`config.mk`:
```
export PLATFORM = sky130hd
export DESIGN_NAME = multicycle_control
export DESIGN_NICKNAME = d
export VERILOG_FILES = /design/src/rtl/mips_ctrl_pkg.sv /design/src/rtl/multicycle_control_aluop_decode.sv /design/src/rtl/multicycle_control.sv
export SDC_FILE = /design/constraint.sdc
export NUM_CORES = 1
export LEC_CHECK = 0
export BUFFER_PORTS_ARGS = -buffer_cell sky130_fd_sc_hd__buf_2
export CAP_MARGIN = 20
export CELL_PAD_IN_SITES_DETAIL_PLACEMENT = 0
export CELL_PAD_IN_SITES_GLOBAL_PLACEMENT = 1
export CORE_ASPECT_RATIO = 0.5
export CORE_MARGIN = 2
export CORE_UTILIZATION = 29
export CTS_CLUSTER_SIZE = 24
export DETAILED_ROUTE_END_ITERATION = 8
export GPL_TIMING_DRIVEN = 0
export PLACE_DENSITY = 0.82
export REMOVE_ABC_BUFFERS = 1
export SLEW_MARGIN = 10
export SYNTH_ARGS = -nofsm -noshare
export SYNTH_HDL_FRONTEND = slang
export SYNTH_HIERARCHICAL = 1
export SYNTH_SLANG_ARGS = --single-unit
```
`constraint.sdc`:
```
create_clock -name clk -period 1.3 [get_ports clk]
set_input_delay 0.065 -clock clk [delete_from_list [all_inputs] [get_ports clk]]
set_output_delay 0.065 -clock clk [all_outputs]
set_load 0.05 [all_outputs]
```
`src/rtl/mips_ctrl_pkg.sv`:
```
// Shared encodings for the multicycle MIPS controller: states, opcodes,
// ALUOp codes and datapath mux selects.
package mips_ctrl_pkg;

    typedef enum logic [3:0] {
        S_FETCH, S_DECODE, S_MEM_ADDR, S_MEM_READ, S_MEM_WB, S_MEM_WRITE,
        S_R_EXEC, S_R_WB, S_I_EXEC, S_I_WB, S_BRANCH, S_JUMP, S_JAL, S_JR
    } state_t;

    localparam logic [5:0] OP_RTYPE = 6'b000000;
    localparam logic [5:0] OP_J     = 6'b000010;
    localparam logic [5:0] OP_JAL   = 6'b000011;
    localparam logic [5:0] OP_BEQ   = 6'b000100;
    localparam logic [5:0] OP_BNE   = 6'b000101;
    localparam logic [5:0] OP_ADDI  = 6'b001000;
    localparam logic [5:0] OP_ANDI  = 6'b001100;
    localparam logic [5:0] OP_ORI   = 6'b001101;
    localparam logic [5:0] OP_LUI   = 6'b001111;
    localparam logic [5:0] OP_LW    = 6'b100011;
    localparam logic [5:0] OP_SW    = 6'b101011;
    localparam logic [5:0] FN_JR    = 6'b001000;

    localparam logic [3:0] ALU_R    = 4'b1111;
    localparam logic [3:0] ALU_ADD  = 4'b1000;
    localparam logic [3:0] ALU_ORI  = 4'b1010;
    localparam logic [3:0] ALU_ANDI = 4'b1100;
    localparam logic [3:0] ALU_LUI  = 4'b0010;
    localparam logic [3:0] ALU_BEQ  = 4'b0100;
    localparam logic [3:0] ALU_BNE  = 4'b0111;
    localparam logic [3:0] ALU_SW   = 4'b0110;
    localparam logic [3:0] ALU_LW   = 4'b1110;

    localparam logic [1:0] REGDST_RT = 2'b00;
    localparam logic [1:0] REGDST_RD = 2'b01;
    localparam logic [1:0] REGDST_RA = 2'b10;

    localparam logic [1:0] WB_ALUOUT = 2'b00;
    localparam logic [1:0] WB_MDR    = 2'b01;
    localparam logic [1:0] WB_PC     = 2'b10;

    localparam logic [1:0] SRCB_REG   = 2'b00;
    localparam logic [1:0] SRCB_FOUR  = 2'b01;
    localparam logic [1:0] SRCB_IMM   = 2'b10;
    localparam logic [1:0] SRCB_BROFF = 2'b11;

    localparam logic [1:0] PCSRC_ALU    = 2'b00;
    localparam logic [1:0] PCSRC_ALUOUT = 2'b01;
    localparam logic [1:0] PCSRC_JUMP   = 2'b10;
    localparam logic [1:0] PCSRC_RS     = 2'b11;

endpackage

```
`src/rtl/multicycle_control_aluop_decode.sv`:
```
// Opcode to ALUOp mapping used by the execute/address/branch states.
module aluop_decode
    import mips_ctrl_pkg::*;
(
    input  logic [5:0] opcode,
    output logic [3:0] alu_op
);

    always_comb begin
        alu_op = ALU_ADD;
        case (opcode)
            OP_RTYPE: alu_op = ALU_R;
            OP_ADDI:  alu_op = ALU_ADD;
            OP_ORI:   alu_op = ALU_ORI;
            OP_ANDI:  alu_op = ALU_ANDI;
            OP_LUI:   alu_op = ALU_LUI;
            OP_BEQ:   alu_op = ALU_BEQ;
            OP_BNE:   alu_op = ALU_BNE;
            OP_SW:    alu_op = ALU_SW;
            OP_LW:    alu_op = ALU_LW;
            default:  alu_op = ALU_ADD;
        endcase
    end

endmodule

```
`src/rtl/multicycle_control.sv`:
```
// Multicycle MIPS control FSM. States: FETCH/DECODE (common), MEM_ADDR..MEM_WRITE (lw/sw),
// R_EXEC/R_WB, I_EXEC/I_WB, BRANCH (beq/bne), JUMP/JAL/JR (one-cycle PC updates).
module multicycle_control
    import mips_ctrl_pkg::*;
(
    input  logic       clk,
    input  logic       reset,
    input  logic [5:0] opcode,
    input  logic [5:0] funct,
    input  logic       zero,
    input  logic       mem_ready,
    output logic       pc_en,
    output logic       i_or_d,
    output logic       mem_read,
    output logic       mem_write,
    output logic       ir_write,
    output logic       reg_write,
    output logic       alu_src_a,
    output logic       zero_ext,
    output logic [1:0] reg_dst,
    output logic [1:0] mem_to_reg,
    output logic [1:0] alu_src_b,
    output logic [1:0] pc_source,
    output logic [3:0] alu_op,
    output logic       instr_done,
    output logic       illegal_op
);

    state_t     state, next_state;
    logic [3:0] dec_alu_op;

    aluop_decode u_aluop_decode (
        .opcode (opcode),
        .alu_op (dec_alu_op)
    );

    always_ff @(posedge clk) begin
        if (!reset) state <= S_FETCH;
        else        state <= next_state;
    end

    always_comb begin
        next_state = state;
        pc_en      = 1'b0;
        i_or_d     = 1'b0;
        mem_read   = 1'b0;
        mem_write  = 1'b0;
        ir_write   = 1'b0;
        reg_write  = 1'b0;
        alu_src_a  = 1'b0;
        zero_ext   = 1'b0;
        reg_dst    = REGDST_RT;
        mem_to_reg = WB_ALUOUT;
        alu_src_b  = SRCB_REG;
        pc_source  = PCSRC_ALU;
        alu_op     = 4'b0000;
        instr_done = 1'b0;
        illegal_op = 1'b0;

        // Reset overrides the current state so no strobe escapes mid-instruction.
        if (!reset) begin
            next_state = S_FETCH;
            alu_src_b  = SRCB_FOUR;
            alu_op     = ALU_ADD;
        end else begin
            case (state)
                S_FETCH: begin
                    mem_read  = 1'b1;
                    alu_src_b = SRCB_FOUR;
                    alu_op    = ALU_ADD;
                    if (mem_ready) begin
                        ir_write   = 1'b1;
                        pc_en      = 1'b1;
                        next_state = S_DECODE;
                    end
                end
                S_DECODE: begin
                    alu_src_b = SRCB_BROFF;
                    alu_op    = ALU_ADD;
                    case (opcode)
                        OP_RTYPE: next_state = (funct == FN_JR) ? S_JR : S_R_EXEC;
                        OP_LW, OP_SW: next_state = S_MEM_ADDR;
                        OP_ADDI, OP_ANDI, OP_ORI, OP_LUI: next_state = S_I_EXEC;
                        OP_BEQ, OP_BNE: next_state = S_BRANCH;
                        OP_J:     next_state = S_JUMP;
                        OP_JAL:   next_state = S_JAL;
                        default: begin
                            illegal_op = 1'b1;
                            next_state = S_FETCH;
                        end
                    endcase
                end
                S_MEM_ADDR: begin
                    alu_src_a  = 1'b1;
                    alu_src_b  = SRCB_IMM;
                    alu_op     = dec_alu_op;
                    next_state = (opcode == OP_LW) ? S_MEM_READ : S_MEM_WRITE;
                end
                S_MEM_READ: begin
                    i_or_d   = 1'b1;
                    mem_read = 1'b1;
                    if (mem_ready) next_state = S_MEM_WB;
                end
                S_MEM_WB: begin
                    reg_dst    = REGDST_RT;
                    mem_to_reg = WB_MDR;
                    reg_write  = 1'b1;
                    instr_done = 1'b1;
                    next_state = S_FETCH;
                end
                S_MEM_WRITE: begin
                    i_or_d    = 1'b1;
                    mem_write = 1'b1;
                    if (mem_ready) begin
                        instr_done = 1'b1;
                        next_state = S_FETCH;
                    end
                end
                S_R_EXEC: begin
                    alu_src_a  = 1'b1;
                    alu_src_b  = SRCB_REG;
                    alu_op     = ALU_R;
                    next_state = S_R_WB;
                end
                S_R_WB: begin
                    reg_dst    = REGDST_RD;
                    mem_to_reg = WB_ALUOUT;
                    reg_write  = 1'b1;
                    instr_done = 1'b1;
                    next_state = S_FETCH;
                end
                S_I_EXEC: begin
                    alu_src_a  = 1'b1;
                    alu_src_b  = SRCB_IMM;
                    alu_op     = dec_alu_op;
                    zero_ext   = (opcode == OP_ANDI) || (opcode == OP_ORI);
                    next_state = S_I_WB;
                end
                S_I_WB: begin
                    reg_dst    = REGDST_RT;
                    mem_to_reg = WB_ALUOUT;
                    reg_write  = 1'b1;
                    instr_done = 1'b1;
                    next_state = S_FETCH;
                end
                S_BRANCH: begin
                    alu_src_a  = 1'b1;
                    alu_src_b  = SRCB_REG;
                    alu_op     = dec_alu_op;
                    pc_source  = PCSRC_ALUOUT;
                    pc_en      = (opcode == OP_BNE) ? !zero : zero;
                    instr_done = 1'b1;
                    next_state = S_FETCH;
                end
                S_JUMP: begin
                    pc_source  = PCSRC_JUMP;
                    pc_en      = 1'b1;
                    instr_done = 1'b1;
                    next_state = S_FETCH;
                end
                S_JAL: begin
                    pc_source  = PCSRC_JUMP;
                    pc_en      = 1'b1;
                    reg_write  = 1'b1;
                    reg_dst    = REGDST_RA;
                    mem_to_reg = WB_PC;
                    instr_done = 1'b1;
                    next_state = S_FETCH;
                end
                S_JR: begin
                    pc_source  = PCSRC_RS;
                    pc_en      = 1'b1;
                    instr_done = 1'b1;
                    next_state = S_FETCH;
                end
                default: next_state = S_FETCH;
            endcase
        end
    end

endmodule
```
==> Yosys cells after proc, flatten, opt, wreduce, memory -nomap -nowiden <==
Index checks and enable logic that the tools add are counted.
{ "op_classes": {"add_sub_neg": 0, "order_cmp": 0, "div_mod_pow": 0, "n_shift": 0, "eq_ne": 27, "mul": 0, "n_reduce_logical": 19, "n_mux": 41, "n_bitwise": 0} }
{ "op_table": {"columns": ["op", "n"], "rows": [
  ["$pmux 4 s8", 1],
  ["$eq 6x4->1 const B", 5],
  ["$pmux 4 s7", 1],
  ["$eq 4x4->1 const B", 6],
  ["$pmux 4 s6", 1],
  ["$mux 1", 21],
  ["$mux 4", 5],
  ["$eq 4x3->1 const B", 4],
  ["$reduce_or 2->1", 7],
  ["$eq 6x2->1 const B", 2],
  ["$eq 6x3->1 const B", 2],
  ["$eq 6x6->1 const B", 2],
  ["$pmux 2 s3", 2],
  ["$pmux 4 s3", 1],
  ["$reduce_or 4->1", 3],
  ["$reduce_or 11->1", 1],
  ["$eq 4x2->1 const B", 2],
  ["$mux 2", 4],
  ["$pmux 2 s2", 2],
  ["$reduce_or 7->1", 1],
  ["$logic_not 6->1", 1],
  ["$ne 2x2->1 const B", 3],
  ["$reduce_or 3->1", 2],
  ["$eq 4x1->1 const B", 1],
  ["other kinds (7)", 7]
]} }
{ "totals": {"n_memories": 0, "register_bits": 4, "in_bits": 16, "latch_bits": 0, "ram_bits": 0, "rom_bits": 0} }

==> Longest topological paths before layout <==
{ "logic_depth": {"depth_word": 5, "mapped_depth": 6, "ltp_nobuf": 5} }

==> Cells and area by module <==
Netlist, hierarchy kept.
{ "by_module_without_submodules": {"columns": ["mod", "cells_per_inst", "n_inst", "area_per_inst_um2"], "rows": [
  ["multicycle_control", 142, 1, 863.3],
  ["aluop_decode", 17, 1, 122.6]
]} }

==> Worst setup path after synthesis <==
OpenSTA, ideal clock, no wires.
{ "synth_timing": {"path_kind": "register -> output", "start": "register state[2]", "end": "output port alu_op[3]", "arrival_time_ps": 2343, "stages_incl_launch_ff": 4, "path_slack_ps": -1108, "n_path_buf": 0, "cell_sequence": "dfxtp_1 -> or2_2 -> o21ai_0 -> o21bai_1"} }
{ "synth_between": {"elab_chain_cells": 4, "word_cells_on_any_way": 10, "classes_between": "eq/ne: 5; mux: 2; reduce/logical: 3"} }
{ "synth_lines": {"columns": ["item", "line_no", "text"], "rows": [
  ["from (decl)", "multicycle_control.sv:29", "state_t state, next_state;"],
  ["from (signal assigned)", "multicycle_control.sv:39", "else state <= next_state;"],
  ["$eq 4x4->1 (tied with other cells)", "multicycle_control.sv:66", "case (state)"],
  ["$reduce_or 3->1 (no source line) or $reduce_or 2->1 (tied branches)", null, null],
  ["$pmux 4 s3 (*)", "multicycle_control.sv:66", null],
  ["$mux 4 (*)", "multicycle_control.sv:61", "if (!reset) begin"],
  ["to (decl)", "multicycle_control.sv:24", "output logic [3:0] alu_op,"]
]} }
Every way passes the cells marked *; elsewhere a longest branch is shown, timed or not.

==> Worst setup path after layout <==
{ "layout_timing": {"start": "register state[1]", "end": "output port pc_en"} }
{ "layout_between": {"elab_chain_cells": 4, "word_cells_on_any_way": 8, "classes_between": "eq/ne: 4; mux: 2; reduce/logical: 2"} }
{ "layout_lines": {"columns": ["item", "line_no", "text"], "rows": [
  ["$eq 4x4->1", "multicycle_control.sv:66", null],
  ["$reduce_or 3->1 (no source line)", null, null],
  ["$pmux 1 s3 (*)", "multicycle_control.sv:66", null],
  ["$mux 1 (*)", "multicycle_control.sv:61", null],
  ["to (decl)", "multicycle_control.sv:12", "output logic pc_en,"]
]} }
Marked as above.

==> results.md <==
- Height of the die: 45.2 um
- Startpoint of the worst setup timing path: state[1]
- Cell taking the most area after synthesis: nor2_1
- Iteration count of the initial detailed-routing pass: 4
- Syn avg cell area: 6.20 um^2
- Setup crit start kind: register
- Worst Setup End Kind: output pin
- DP HPWL: ~2.0 mm
- Combinational Power Share: approximately half
- Initial cell density of the core: about a third
- Routability-driven placement congestion ratio: roughly 0.76
- Utilization of the core after routing: around three fifths
- Final Net Count: ~230
- Number of maximum-capacitance constraint violations: 0
- Cell area power density: ~440 nW/um^2
- Global route overflow: 0
- Maximum net fanout on the critical path: 8
- Number of hold-slack violations in the final timing report: 0
- H-tree depth: 1
- Count of mapped cells out of synthesis: 159
- Switching power summed over all nets: 331 uW
- Share of layout cells above drive strength 1: 54.9%
- CTS Buffer Depth: 2
- Number of global-route vias before repair: around 1300
- Path category of the worst min-delay check: in2reg
- Overall Global Routing Usage: about a fifth
- Registers with the most flip-flops: state (4)
- Finish-stage setup viols: 26
- Number of sinks driven by the clock tree: 4
- Origin of the critical flop-to-flop path: state[2]
- Leakage dissipation: approximately 0.8 nW
- Proportion of power drawn by flip-flops and latches: between 10% and 20%
- I/O Pins: 38
- Final worst slack: -0.336 ns
- Maximum vdd ir drop: between 0.2 and 0.25 mV
- Non-filler cells, final: around 260
- Upper clock frequency limit: between 600 and 700 MHz
- Int Power: 495 uW
- Hold path startpoint: mem_ready
- Core Footprint: between 3000 and 4000 um^2
- Critical path required time: between 1 and 1.5 ns
- CTS clock-pin slew for the worst setup and hold paths: approximately 0.03 ns
- Number of flops mapped to enable cells by yosys: 0
- Final wirelength: ~4.5 mm
- Post-synth top cells: nor2_1 (22), nand2_1 (19), a21oi_1 (10), nor2b_1 (8), o21ai_0 (8)
- Most flops, register: state
- Cell with the most instances after synthesis: nor2_1
- Pwr Total: a little over 800 uW
- Area of all placed cells without fillers: 1860 um^2
- Post-Route Skew: ~0.0028 ns
- Number of diodes added for antenna fixing: 0
- Final Max Slew Viols: 0
- First-pass GRT wire length: 6.22 mm
- Status: complete, but fails checks
- Hold_buf cts: 0
- Synthesis-to-layout area growth: 88.3%
- Summed negative setup slack over all endpoints: -5.27 ns
- Die area: roughly 3900 um^2
- Signal arrival time at the worst endpoint: around 1.6 ns
- Count of distinct cell types in the synthesized netlist: between 40 and 50
- Site Rows: 14
- Proportion of netlist area held by the largest area contributor: about 8.4%
- Clock Power Share: 32.6%
- Sequential element share of the synthesized area: around 8%
- Count of routing violations after the opening detailed-route iteration: between 100 and 150
- Count of buffers from port buffering: 37
- Max FFs per register: 4
- Number of nets still failing antenna checks after routing: 0
- RSZ-0062 raised after global routing: yes
- Clock period minus worst slack: 1.64 ns
- Wire length per cell after detailed routing: roughly 17 um
- Cells after DPL: 221
- Transition time at the pin with the least slew margin: roughly 0.41 ns
- Switching power as a share of total power: 40.1%
- CTS Root Buffer Type: clkbuf_8
- Clock tree from TritonCTS: built
- Hold Slack: around 0.23 ns
- DR DRC count: 0
- Violated checks: negative setup slack
- Share of flip-flops with an asynchronous set or reset: 0%
- Synthesized cell area: ~1000 um^2
- Final Cycle Share: 126%
- Source-to-sink clock delay at the later pin of the worst-skew pair: ~0.22 ns
- Yosys synthesis warning count: 6
- Crit Path Category: reg2out
- Placed inst area: roughly 1200 um^2
- Post-synth top flop: dfxtp_1
- Count of state elements after synthesis: 4
- Placement Setup Slack: -0.554 ns
- Overall die width: ~86 um
- Antenna violations before repair: 0
- Cells taking the most area after synthesis: nor2_1 (8.4%), dfxtp_1 (8.1%), nand2_1 (7.2%)
- Cts bufs inserted: 3
- Overall via count from detail_route: ~1500
- Relative max-transition margin: just over 70%
- Layout fillers: ~240
- Maximum number of pins on one net before global-route repair: 20
- Routed vias/inst: 5.76
per-layer routing:
| metal | share of wire (%) | track usage [%] | wire, um | up-vias |
|---|---|---|---|---|
| met3 | 5.6 | 1.46 | 248 | 14 |
| li1 | - | - | - | 694 |
| met1 | 42 | 25.4 | 1870 | 703 |
| met2 | 49 | 37.7 | 2200 | 59 |
| met4 | 3.2 | 7.81 | 143 | 0 |
| met5 | 0 | 0 | 0 | - |
cell usage in the layout, fill, tap and decap left out, types with 2 or more instances in the layout:
cell / count
or3_4: 2
nor2_2: 4
nor3_4: 2
nor2b_1: 4
buf_6: 29
nand2_2: 2
a31oi_1: 3
nor2b_2: 2
or2_4: 2
nand4b_1: 3
o21ai_0: 6
buf_4: 26
buf_12: 2
a211oi_1: 3
dfxtp_4: 4
or4_1: 2
nor3_2: 5
nor2_4: 4
o211ai_1: 2
buf_2: 10
clkbuf_8: 3
nand3_1: 3
a21oi_1: 6
o21a_1: 3
nor4b_1: 2
nor2_1: 14
nand4_1: 2
nor2b_4: 2
a21oi_2: 4
inv_1: 5
nand2_1: 16
nand3b_1: 3
xor2_1: 5
power by group through the flow:
stage / clock (mW) / sequential, mW / combinational, mW
CTS: 0.266 / 0.137 / 0.368
global route: 0.274 / 0.141 / 0.442
global placement: 0 / 0.150 / 0.272
finish: 0.269 / 0.140 / 0.417
floorplan: 0 / 0.144 / 0.174
detailed placement: 0 / 0.149 / 0.274
critical path, stage by stage (launching register included):
cell     delay (ns)
dfxtp_4        0.36
buf_4          0.15
nor2b_4        0.17
o21ai_0        0.11
nand2_1        0.08
nand2_1        0.08
a21oi_1        0.17
buf_4          0.22
logic make-up after synthesis:
logic type / after synthesis / share of synthesized area (%)
AND/OR/NAND/NOR: 85 / 46.8
AO/OA/AOI/OAI: 42 / 29.2
buffers and inverters: 21 / 9.39
XOR/XNOR: 5 / 4.44
flip-flops: 4 / 8.12
multiplexers: 1 / 1.02
adder cells (fa/ha/maj): 1 / 1.02
layout make-up:
cell class	instances	area [um^2]	share of cell area, %
inverter	6	25.0	1.35
sequential	4	95.1	5.12
clock buffer	3	41.3	2.22
multi-input combinational	134	1020	54.9
tap	40	50.0	2.70
timing repair buffer	68	627	33.8
final timing paths:
kind | cells after the start | slack [ns] | end
setup / recovery | 7 | -0.34 | pc_en
hold / removal | 3 | 0.23 | state[0]
setup reg to reg | 6 | -0.30 | state[3]
hold reg to reg | 4 | 0.73 | state[3]
repair_timing:
item,4_1_cts,5_1_grt
setup buffers,24,7
pin swaps,24,9
setup endpoints to repair,26,26
resized for setup,98,26
Power figures use the tool's default switching activity.
